### config.mk
export PLATFORM = sky130hd
export DESIGN_NAME = mmio_timer
export DESIGN_NICKNAME = d
export VERILOG_FILES = /design/src/rtl/mmio_timer.sv
export SDC_FILE = /design/constraint.sdc
export NUM_CORES = 1
export LEC_CHECK = 0
export BUFFER_PORTS_ARGS = -buffer_cell sky130_fd_sc_hd__buf_2
export CAP_MARGIN = 10
export CORE_ASPECT_RATIO = 0.6
export CORE_UTILIZATION = 45
export DETAILED_ROUTE_END_ITERATION = 7
export PLACE_DENSITY = 0.63
export SLEW_MARGIN = 0
export SYNTH_ARGS = -nofsm -noshare
export SYNTH_HDL_FRONTEND = slang
export SYNTH_SLANG_ARGS = --single-unit
### constraint.sdc
create_clock -name clk -period 8.01 [get_ports clk]
set_input_delay 0 -clock clk [delete_from_list [all_inputs] [get_ports clk]]
set_output_delay 0 -clock clk [all_outputs]
set_load 0.01 [all_outputs]
### src/rtl/mmio_timer.sv
// 64-bit machine timer (mtime/mtimecmp/ctrl) with an AXI4-Lite slave port and a level interrupt.
// Latency: read and write responses are valid the cycle after the address/data handshake; irq lags its condition by 1 cycle.
// Backpressure: one outstanding read and one outstanding write; awready/wready/arready stay low until bready/rready drain the response.
// Ports: clk/rst (async, active-high); AXI4-Lite write (aw*, w*, b*) and read (ar*, r*) channels; irq = IE & (mtime >= mtimecmp).
module mmio_timer #(
   parameter int ADDR_WIDTH = 12,
   parameter int PRESCALE   = 1
) (
   input  logic                  clk,
   input  logic                  rst,
   input  logic [ADDR_WIDTH-1:0] awaddr,
   input  logic                  awvalid,
   output logic                  awready,
   input  logic [31:0]           wdata,
   input  logic [3:0]            wstrb,
   input  logic                  wvalid,
   output logic                  wready,
   output logic [1:0]            bresp,
   output logic                  bvalid,
   input  logic                  bready,
   input  logic [ADDR_WIDTH-1:0] araddr,
   input  logic                  arvalid,
   output logic                  arready,
   output logic [31:0]           rdata,
   output logic [1:0]            rresp,
   output logic                  rvalid,
   input  logic                  rready,
   output logic                  irq
);

   localparam logic [1:0]  RESP_OKAY    = 2'b00;
   localparam logic [1:0]  RESP_SLVERR  = 2'b10;
   localparam logic [2:0]  IDX_MTIME_LO = 3'd0;
   localparam logic [2:0]  IDX_MTIME_HI = 3'd1;
   localparam logic [2:0]  IDX_CMP_LO   = 3'd2;
   localparam logic [2:0]  IDX_CMP_HI   = 3'd3;
   localparam logic [2:0]  IDX_CTRL     = 3'd4;
   localparam logic [15:0] PS_LAST      = 16'(PRESCALE - 1);

   typedef enum logic {W_IDLE, W_RESP} w_state_t;
   typedef enum logic {R_IDLE, R_DATA} r_state_t;

   w_state_t    w_state, w_next;
   r_state_t    r_state, r_next;

   logic [2:0]  w_idx, r_idx;
   logic        w_fire, r_fire;
   logic        wr_mtime_lo, wr_mtime_hi;

   logic [63:0] mtime;
   logic [63:0] mtimecmp;
   logic        ctrl_en, ctrl_ie;
   logic [15:0] ps_cnt;
   logic [31:0] shadow_hi;
   logic [31:0] rd_val;

   // Only bits [4:2] select a register; the rest of the address is don't-care.
   logic        unused_addr_bits;
   assign unused_addr_bits = ^{awaddr[ADDR_WIDTH-1:5], awaddr[1:0],
                               araddr[ADDR_WIDTH-1:5], araddr[1:0]};

   assign w_idx  = awaddr[4:2];
   assign r_idx  = araddr[4:2];
   assign w_fire = awready & awvalid & wvalid;
   assign r_fire = arready & arvalid;

   function automatic logic [31:0] lane_merge(input logic [31:0] cur,
                                              input logic [31:0] data,
                                              input logic [3:0]  strb);
      logic [31:0] res;
      res = cur;
      for (int b = 0; b < 4; b++) begin
         if (strb[b]) res[8*b +: 8] = data[8*b +: 8];
      end
      return res;
   endfunction

   // ---------------- write FSM ----------------
   always_ff @(posedge clk or posedge rst) begin
      if (rst) w_state <= W_IDLE;
      else     w_state <= w_next;
   end

   always_comb begin
      w_next = w_state;
      case (w_state)
         W_IDLE:  if (awvalid && wvalid) w_next = W_RESP;
         W_RESP:  if (bready)            w_next = W_IDLE;
         default: w_next = W_IDLE;
      endcase
   end

   // Address and data are only taken together, so the ready is gated by both valids.
   always_comb begin
      awready = 1'b0;
      wready  = 1'b0;
      bvalid  = 1'b0;
      case (w_state)
         W_IDLE: begin
            awready = !rst && awvalid && wvalid;
            wready  = !rst && awvalid && wvalid;
         end
         W_RESP:  bvalid = 1'b1;
         default: ;
      endcase
   end

   always_ff @(posedge clk or posedge rst) begin
      if (rst)         bresp <= RESP_OKAY;
      else if (w_fire) bresp <= (w_idx > IDX_CTRL) ? RESP_SLVERR : RESP_OKAY;
   end

   // ---------------- read FSM ----------------
   always_ff @(posedge clk or posedge rst) begin
      if (rst) r_state <= R_IDLE;
      else     r_state <= r_next;
   end

   always_comb begin
      r_next = r_state;
      case (r_state)
         R_IDLE:  if (arvalid) r_next = R_DATA;
         R_DATA:  if (rready)  r_next = R_IDLE;
         default: r_next = R_IDLE;
      endcase
   end

   always_comb begin
      arready = 1'b0;
      rvalid  = 1'b0;
      case (r_state)
         R_IDLE:  arready = !rst;
         R_DATA:  rvalid  = 1'b1;
         default: ;
      endcase
   end

   // ---------------- timer state ----------------
   // An all-zero strobe is a no-op, so it must not disturb the prescale phase either.
   assign wr_mtime_lo = w_fire && (w_idx == IDX_MTIME_LO) && (wstrb != 4'b0000);
   assign wr_mtime_hi = w_fire && (w_idx == IDX_MTIME_HI) && (wstrb != 4'b0000);

   // A software write to mtime replaces any increment due this cycle and restarts the prescale phase.
   always_ff @(posedge clk or posedge rst) begin
      if (rst) begin
         mtime  <= 64'd0;
         ps_cnt <= 16'd0;
      end else if (wr_mtime_lo || wr_mtime_hi) begin
         mtime[31:0]  <= wr_mtime_lo ? lane_merge(mtime[31:0],  wdata, wstrb) : mtime[31:0];
         mtime[63:32] <= wr_mtime_hi ? lane_merge(mtime[63:32], wdata, wstrb) : mtime[63:32];
         ps_cnt       <= 16'd0;
      end else if (!ctrl_en) begin
         ps_cnt <= 16'd0;
      end else if (ps_cnt == PS_LAST) begin
         mtime  <= mtime + 64'd1;
         ps_cnt <= 16'd0;
      end else begin
         ps_cnt <= ps_cnt + 16'd1;
      end
   end

   always_ff @(posedge clk or posedge rst) begin
      if (rst) begin
         mtimecmp <= '1;
         ctrl_en  <= 1'b0;
         ctrl_ie  <= 1'b0;
      end else if (w_fire) begin
         if (w_idx == IDX_CMP_LO) mtimecmp[31:0]  <= lane_merge(mtimecmp[31:0],  wdata, wstrb);
         if (w_idx == IDX_CMP_HI) mtimecmp[63:32] <= lane_merge(mtimecmp[63:32], wdata, wstrb);
         if (w_idx == IDX_CTRL && wstrb[0]) begin
            ctrl_en <= wdata[0];
            ctrl_ie <= wdata[1];
         end
      end
   end

   // ---------------- read data ----------------
   always_comb begin
      rd_val = 32'd0;
      case (r_idx)
         IDX_MTIME_LO: rd_val = mtime[31:0];
         IDX_MTIME_HI: rd_val = shadow_hi;
         IDX_CMP_LO:   rd_val = mtimecmp[31:0];
         IDX_CMP_HI:   rd_val = mtimecmp[63:32];
         IDX_CTRL:     rd_val = {30'd0, ctrl_ie, ctrl_en};
         default:      rd_val = 32'd0;
      endcase
   end

   // Values are sampled before this edge's writes land, so a same-cycle read sees the old contents.
   // Reading MTIME_LO freezes the upper word so the following MTIME_HI read cannot tear across a carry.
   always_ff @(posedge clk or posedge rst) begin
      if (rst) begin
         rdata     <= 32'd0;
         rresp     <= RESP_OKAY;
         shadow_hi <= 32'd0;
      end else if (r_fire) begin
         rdata <= rd_val;
         rresp <= (r_idx > IDX_CTRL) ? RESP_SLVERR : RESP_OKAY;
         if (r_idx == IDX_MTIME_LO) shadow_hi <= mtime[63:32];
      end
   end

   always_ff @(posedge clk or posedge rst) begin
      if (rst) irq <= 1'b0;
      else     irq <= ctrl_ie & (mtime >= mtimecmp);
   end

endmodule

[After elaboration in Yosys (flattened, before gate mapping)]
Cells that the tools add are included.
Storage, ports and cells
  bits of input ports: 67
  RAM bits: 0
  ROM bits: 0
  logic and storage cells: 110
  memories: 0
  latch bits: 0
  register bits: 217
  output and inout port bits: 42
Cells by class
  multipliers: 0
  $add $sub $neg: 2
  multiplexer cells: 25
  reduce and logical (&&, ||, !) cells: 34
  shift-type cells: 0
  divide/modulo/power cells: 0
  bitwise logic cells: 6
  $lt $le $gt $ge: 3
  eq/ne operators: 14
Operators by type and width (count)
  $mux 64: 3
  $pmux 32 s5: 1
  $add 64x1->64 const B: 1
  $ge 64x64->1: 1
  $mux 32: 2
  $mux 16: 3
  $mux 8: 4
  $reduce_and 4->1: 8
  $reduce_and 3->1: 8
  $add 16x1->16 const B: 1
  $logic_not 16->1: 1
  $eq 3x2->1 const B: 4
  $ne 2x2->1 const B: 6
  $logic_and 1x1->1: 8
  $mux 1: 8
  $eq 3x1->1 const B: 2
  $eq 3x3->1 const B: 2
  $gt 3x3->1 const B: 2
  $logic_not 3->1: 2
  $and 1x1->1: 4
  $mux 2: 2
  $pmux 1 s2: 2
  $reduce_and 2->1: 2
  $reduce_bool 2->1: 2
  4 further kinds: 5

[Depth between registers and ports, before layout]
Gate-level depths: netlist (run 1).
  depth after elaboration: 11
  depth in mapped cells: 10
  depth with buffers taken out: 8

[Least setup slack after synthesis (run 1)]
Ideal clock, no wire load.
  path type: flip-flop to flip-flop
  start: register mtime[0]
  end: register mtime[42]
  data arrival time: 2.485 ns
  data required time: 7.889 ns
  period minus slack after synthesis: 2.606 ns
  setup slack: 5.404 ns
  cell stages (with the launch flop): 9
  cells stage by stage: dfrtp_1 > ha_1 > nand3_2 > or2_1 > buf_6 > or4_4 > or3_1 > o32a_1 > o22a_1
On the way
  longest elaborated chain between the ends: 4
RTL lines
  from (decl): line 50  | logic [63:0] mtime;
  from (signal assigned): line 149  | mtime[31:0] <= wr_mtime_lo ? lane_merge(mtime[31:0], wdata, wstrb) : mtime[31:0];
  from (signal assigned): line 155  | mtime <= mtime + 64'd1;
  $add 64x1->64: line 155
  $mux 64: line 154  | end else if (ps_cnt == PS_LAST) begin
  $mux 64: line 152  | end else if (!ctrl_en) begin
  $mux 64: line 148  | end else if (wr_mtime_lo || wr_mtime_hi) begin
No other way between the ends. The select of a mux whose other input is x is not followed.
A chain may end at the register's enable or synchronous reset.

[Worst setup path after layout (run 1)]
  start: input port wstrb[1]
  end: register mtime[46]
On the way
  longest elaborated chain between the ends: 5
RTL lines
  from (decl): line 15  | input logic [3:0] wstrb,
  $reduce_bool 4->1: line 140, 141
  $logic_and 1x1->1, on equally long branches: line 140, 141
  $logic_or 1x1->1: line 148
  $ne 2x2->1 (no line) or $reduce_bool 2->1 (tied branches)
  $reduce_and 4->1 (no line)
  to (signal assigned): line 150  | mtime[63:32] <= wr_mtime_hi ? lane_merge(mtime[63:32], wdata, wstrb) : mtime[63:32];
  to (signal assigned): line 155
Several ways; a longest one is shown, not always the timed one.

==> results of run 1 <==
cell families after synthesis:
logic type / after synthesis
AOI/OAI and AO/OA: 383
and+or+nand+nor: 373
DFF: 215
buffers and inverters: 146
muxes: 95
adders and majority gates: 67
xor gates and xnor gates: 12
other: 1
state kept, by name, indices dropped and copies added, names as in the netlist:
signal,cells
ctrl_ie,1
ctrl_en,1
r_state,1
rresp,1
mtimecmp,64
mtime,64
rdata,32
irq,1
shadow_hi,32
ps_cnt,16
bresp,1
w_state,1
worst paths after layout:
| path | endpoint | slack, ns | depth (start not counted) |
|---|---|---|---|
| max in group asynchronous | rdata[17] | 6.26 | 4 |
| hold / removal | mtime[36] | 0.04 | 3 |
| setup reg to reg | mtime[46] | 4.78 | 6 |
| min in group asynchronous | w_state | 0.29 | 3 |
| hold reg to reg | rdata[11] | 0.47 | 2 |
| setup / recovery | mtime[46] | 4.76 | 8 |
cells in the final DEF, fill, tap and decap left out, types with 16 or more instances in the layout:
| master | n |
|---|---|
| a21o_1 | 16 |
| a21oi_1 | 105 |
| a221oi_1 | 31 |
| a22o_1 | 31 |
| a2bb2oi_1 | 16 |
| a31oi_1 | 20 |
| and3_1 | 24 |
| buf_2 | 88 |
| clkbuf_16 | 23 |
| dfrtp_1 | 151 |
| dfstp_2 | 64 |
| dlygate4sd3_1 | 45 |
| ha_1 | 67 |
| inv_1 | 81 |
| mux2_2 | 94 |
| nand2_1 | 110 |
| nand3_1 | 41 |
| nand4_1 | 42 |
| nor2_1 | 72 |
| o21ai_0 | 64 |
| o22a_1 | 24 |
| o22ai_1 | 19 |
through the flow:
stage                     setup WS [ns]  std cells  total power, uW
after detailed placement           4.88       1691             2020
after floorplan                    2.24       1293             1800
after global placement             4.92       1691             2000
after global routing               4.66       1777             3330
after CTS                          4.86       1777             3180
final                              4.76       1777             3160
cell usage after synthesis, types with 16 or more instances:
cell and n:
a2bb2oi_1 16, and3_1 24, a21o_1 16, ha_1 67, a221oi_1 31, a31oi_1 20
nor2_1 72, a22o_1 31, o21ai_0 64, dfrtp_1 151, nand2_1 110, clkbuf_1 47
mux2_2 94, dfstp_2 64, o22ai_1 19, o22a_1 24, a21oi_1 105, inv_1 82
nand4_1 42, nand3_1 41
per-layer routing:
metal,up-vias,part of all wire,global-route usage
li1,5037,-,-
met1,5382,0.50,0.432
met2,396,0.40,0.368
met3,35,0.089,0.0688
met4,2,0.012,0.0387
met5,-,0.00034,0
tightest hold or removal path, stage by stage:
cell and delay (ns):
buf_2 0.14, a31o_2 0.29, a21oi_1 0.09
power by group:
group | switching, uW | total, uW | internal [uW] | leakage [uW]
Combinational | 362 | 637 | 276 | 0.00321
Sequential | 151 | 1400 | 1250 | 0.00250
Clock | 464 | 1130 | 664 | 0.000380
Total | 976 | 3160 | 2190 | 0.00609
area by class of cell:
type / instances / area, um2 / share of cell area
clock buffers: 31 / 646 / 0.0446
clock inverters: 10 / 138 / 0.00950
inverters: 82 / 315 / 0.0218
multi-input cells: 932 / 6480 / 0.447
flip-flops and latches: 215 / 5460 / 0.377
well taps: 360 / 450 / 0.0311
repair buffers: 147 / 996 / 0.0688
timing repair:
action	4_1_cts	5_1_grt
hold buffers	45	0
endpoints found under the hold margin	238	0
buffers inserted	0	0
gates resized for setup	0	0
==> reports/qor.yml, run 1 <==
die:
  placementRows: 46
  fp.dieH_um: 131
  ios: 109
  dieArea_um2: 28500
  die_width_um: 217
  core_region_area_um2: 26900
  initial_core_util: 0.466
layout:
  drive_above_1_share: 0.226
  area_growth_pct: 15.6
  n_fill_cell: 2483
  finalNetCount: 1535
  antenna_cells: 0
  fin_util: 0.539
  final_area_um2: 14500
synthesis:
  synth_fa_ha_area_frac: 0.0669
  syn_area_um2: 12500
  synth_edf_count: 0
  synthSimpleGateAreaFrac: 0.150
  synth.mux.area_fraction: 0.0853
  seq_area_frac_synth: 0.436
  synth-compound-area-share: 0.203
  synthXorXnorAreaFrac: 0.00839
  synthDominantCellAreaShare: 0.302
  async_flop_share: 1.00
  syn_area_per_cell_um2: 9.70
  yosysTopAreaCell: "dfrtp_1"
  syn_inst: 1292
  netlist-cell-type-count: 69
  ys_ff_latch: 215
  yosys_warnings: 0
  synth_top_family_by_area: "compound AO/OA/AOI/OAI gates"
  synth_area_leaders: "dfrtp_1, dfstp_2, mux2_2, ha_1, a21oi_1"
  synth-main-ff-cell: "dfrtp_1"
timing:
  hold_viol: 0
  rsz0062_at_grt: "false"
  fin_crit_ns: 3.25
  fmax_mhz: 308
  max-slew-margin-rel: 0.111
  setup_tns_ns: 0
  post-route-period-util: 0.406
  setup_violations: 0
  drv_slew: 0
  skew_ns: 0.0154
  holdWs_ns: 0.0364
  worstMarginPinSlew_ns: 1.30
critical_path:
  endpoint_kind: "register"
  slowest_stage: "buf_4"
  path_buf_inv: 3
  cp.required_ns: 8.42
  critPathMostFrequentCell: "o22a_1"
  critical_path_class: "input port to register"
  max_stage_delay_ns: 0.73
  crit_chain: "dlygate4sd3_1 -> buf_2 -> nor4_1 -> or4_4 -> buf_4 -> nand4_1 -> o22a_1 -> o22a_1"
  startpoint_type: "input port"
  r2r_start: "w_state"
  worstPathArrival_ns: 3.66
  critPathTopFamily: "simple AND/OR/NAND/NOR gates"
  worst-path-max-fanout: 82
  startpoint: "wstrb[1]"
clocking:
  clock-sinks: 215
  htreeDepth: 1
  cts_buffer_depth: 3
  root_buffer: "clkbuf_16"
  insertion_delay_ns: 0.53
  cts_tree: "built"
  numCtsBuffers: 23
  path_clk_slew_ns: 0.07
route:
  routed_via_density: 6.11
  drt_wl_total_um: 38300
  firstDrtPassIters: 5
  drc_errors: 0
  ant_nets: 0
  wl_per_cell_um: 21.6
  vias: 10900
  initialDrtViolationCount: 1000
global_route:
  antenna_found_initial: 1
  track_usage: 0.271
  grt_max_degree: 148
  grt_pass1_wl_um: 60500
  grt_overflow: 0
  grt_pass1_vias: 10300
job:
  drv_cap: 0
run_status:
  status: "completed"
placed_design:
  hpwlAfterDp_um: 27000
  place_area_um2: 13200
  routabilityCongestion: 0.921
  port_buffers: 88
power_and_ir_drop:
  p_per_area_nw_per_um2: 219
  ir_drop_mv: 0.179
  p_leak_uw: 0.00609
worst_hold_path:
  hp-class: "input port to register"
  min-delay-start: "wstrb[0]"
Note: power is estimated with default switching activity, not from simulation.
==> run 2: changes to the inputs <==
==> constraint.sdc (replaced) <==
create_clock -name clk -period 3.3 [get_ports clk]
set_input_delay 0 -clock clk [delete_from_list [all_inputs] [get_ports clk]]
set_output_delay 0 -clock clk [all_outputs]
set_load 0.01 [all_outputs]
==> run 2 against run 1 <==
  * First-iteration DRC count rose by 19%
  * Critical endpoint is now mtime[42]
  * Clock skew is 0.0090 ns higher
  * Non-clock buffer count increased by 26
  * Clock-buffer cell count grew 2
  * Highest routed layer is now met4
  * Global-route usage up 0.55 points
  * Sequential share of layout area shrank 0.49 points
  * Die area did not move
  * Utilization increased by 0.71 points
  * Critical path depth is 1 lower
==> reports/qor.yml, run 2 (synthesized netlist as in run 1, its figures left out) <==
placed_design:
  hpwlAfterDp_um: 28200  # +4.5%
  place_ws_ns: 0.287  # -4.60 ns
  port_buffers: 88  # unchanged
  routabilityCongestion: 0.961  # +4.3%
global_route:
  track_usage: 0.277  # +0.00553
  antenna_found_initial: 2  # +1
  grt_overflow: 0  # unchanged
  grt_max_degree: 134  # -9.5%
  grt_pass1_vias: 10400  # +1.3%
  grt_pass1_wl_um: 61600  # +1.9%
layout:
  drive_above_1_share: 0.237  # +0.0110
  final_common_cell: "dfrtp_1"
  antenna_cells: 0  # unchanged
  finalNetCount: 1561  # +1.7%
  area_growth_pct: 17.1
  fin_util: 0.546  # +0.00708
  n_fill_cell: 2408  # -3.0%
  final_cell_mix: "dfrtp_1, nand2_1, a21oi_1"
  layout_top_registers: "mtime x64, mtimecmp x64"
job:
  drv_cap: 0  # unchanged
die:
  core_region_area_um2: 26900  # unchanged
  dieArea_um2: 28500  # unchanged
  die_width_um: 217  # unchanged
  initial_core_util: 0.466  # unchanged
  placementRows: 46  # unchanged
  ios: 109  # unchanged
  fp.dieH_um: 131  # unchanged
route:
  ant_nets: 0  # unchanged
  vias: 11000  # +1.7%
  firstDrtPassIters: 5  # unchanged
  wl_per_cell_um: 21.7  # +0.76%
  routed_via_density: 6.12  # +0.15%
  drc_errors: 0  # unchanged
  drt_wl_total_um: 39200  # +2.3%
  initialDrtViolationCount: 1186  # +19%
power_and_ir_drop:
  p_per_area_nw_per_um2: 529  # +140%
  p_leak_uw: 0.00622  # +2.0%
  p_total_uw: 7760  # +150%
  ir_drop_mv: 0.371  # +110%
critical_path:
  slowest_stage: "or4_4"
  startpoint_type: "register"
  r2r_start: "mtime[0]"
  worst-path-max-fanout: 7  # -91%
  timing.rr.end: "mtime[42]"
  startpoint: "mtime[0]"
  r2r_slack_ns: 0.36  # -4.42 ns
  max_stage_delay_ns: 0.58  # -0.15 ns
  worstPathArrival_ns: 3.37  # -0.29 ns
  endpoint_kind: "register"
  reg2reg_depth: 7  # +1
  crit_end: "mtime[42]"
  critical_path_class: "register to register"
  crit_chain: "ha_1 -> nand3_2 -> or2_1 -> or4_4 -> or3_1 -> o32a_1 -> o22a_1"
  cp.required_ns: 3.72  # -4.70 ns
timing:
  drv_slew: 0  # unchanged
  worstMarginPinSlew_ns: 0.939  # -0.361 ns
  skew_ns: 0.0244  # +0.00903 ns
  post-route-period-util: 0.892
  fmax_mhz: 340
  fin_crit_ns: 2.94
  max-slew-margin-rel: 0.374  # +0.263
  setup_violations: 0  # unchanged
  rsz0062_at_grt: "false"
  holdWs_ns: 0.0389  # +0.00251 ns
  setup_tns_ns: 0  # unchanged
  hold_viol: 0  # unchanged
  setup_ws_ns: 0.356  # -4.40 ns
clocking:
  cts_resized: 0  # unchanged
  cts_tree: "built"
  clock-sinks: 215  # unchanged
  insertion_delay_ns: 0.55  # +0.02 ns
  cts_buffer_depth: 3  # unchanged
  path_clk_slew_ns: 0.06  # about the same
  htreeDepth: 1  # unchanged
  numCtsBuffers: 23  # unchanged
  post_cts_buffers: 0  # unchanged
  root_buffer: "clkbuf_16"
run_status:
  status: "completed"
worst_hold_path:
  hp-class: "input port to register"
## run 2: cell types whose count changed in the layout (fill, tap and decap cells not counted), moves of 2 or more
| cell | previous run | this run |
|---|---|---|
| buf_4 | 14 | 37 |
| clkinv_4 | 2 | 0 |
| clkbuf_1 | 4 | 7 |
| inv_6 | 0 | 2 |
## run 2: final cells by class
type | count | area, um2 | share of cell area
clock buffer | 33 | 643 | 0.0438
clock inverter | 9 | 128 | 0.00870
inverter | 82 | 312 | 0.0212
multi-input combinational | 932 | 6470 | 0.441
sequential | 215 | 5460 | 0.372
tap | 360 | 450 | 0.0307
timing repair buffer | 173 | 1200 | 0.0820
## run 2: power by group
group | switching [uW] | internal, uW | total (uW)
Clock | 1150 | 1600 | 2750
Combinational | 935 | 718 | 1650
Sequential | 330 | 3030 | 3360
## run 2: through the flow
stage          std cells  instance area, um2
6_report            1804               14700
5_1_grt             1804               14700
4_1_cts             1803               14700
3_5_place_dp        1715               13400
3_3_place_gp        1715               13400
2_1_floorplan       1293               12500
## run 2: timing repair
action                                  in CTS  in global routing
hold buffers                                46                  0
hold endpoints to repair                   198                  0
endpoints found under the setup margin       0                  0
## run 2: how the worst min path moves through the flow
stage                           end  slack [ns]      from  cells after the start
after floorplan             arready        0.06       rst                      1
after global placement      r_state       -0.03       rst                      2
after detailed placement    r_state       -0.02       rst                      2
after CTS                  bresp[1]       0.005    wvalid                      3
after global routing      mtime[36]        0.07  wstrb[0]                      3
final                     mtime[33]        0.04  wstrb[0]                      3
## run 2: layer usage
metal | vias up | global-route usage | wire, um
met5 | - | 0 | 0
met4 | 0 | 0.0536 | 647
met3 | 52 | 0.0634 | 3500
met2 | 439 | 0.369 | 15400
met1 | 5440 | 0.444 | 19600
li1 | 5102 | - | -
## run 2: critical path: cells and delay by family (launching register included)
family          cells  cell delay (ns)
simple gates        4             1.56
compound gates      2             0.54
flops               1             0.47
fa+ha+maj           1             0.26
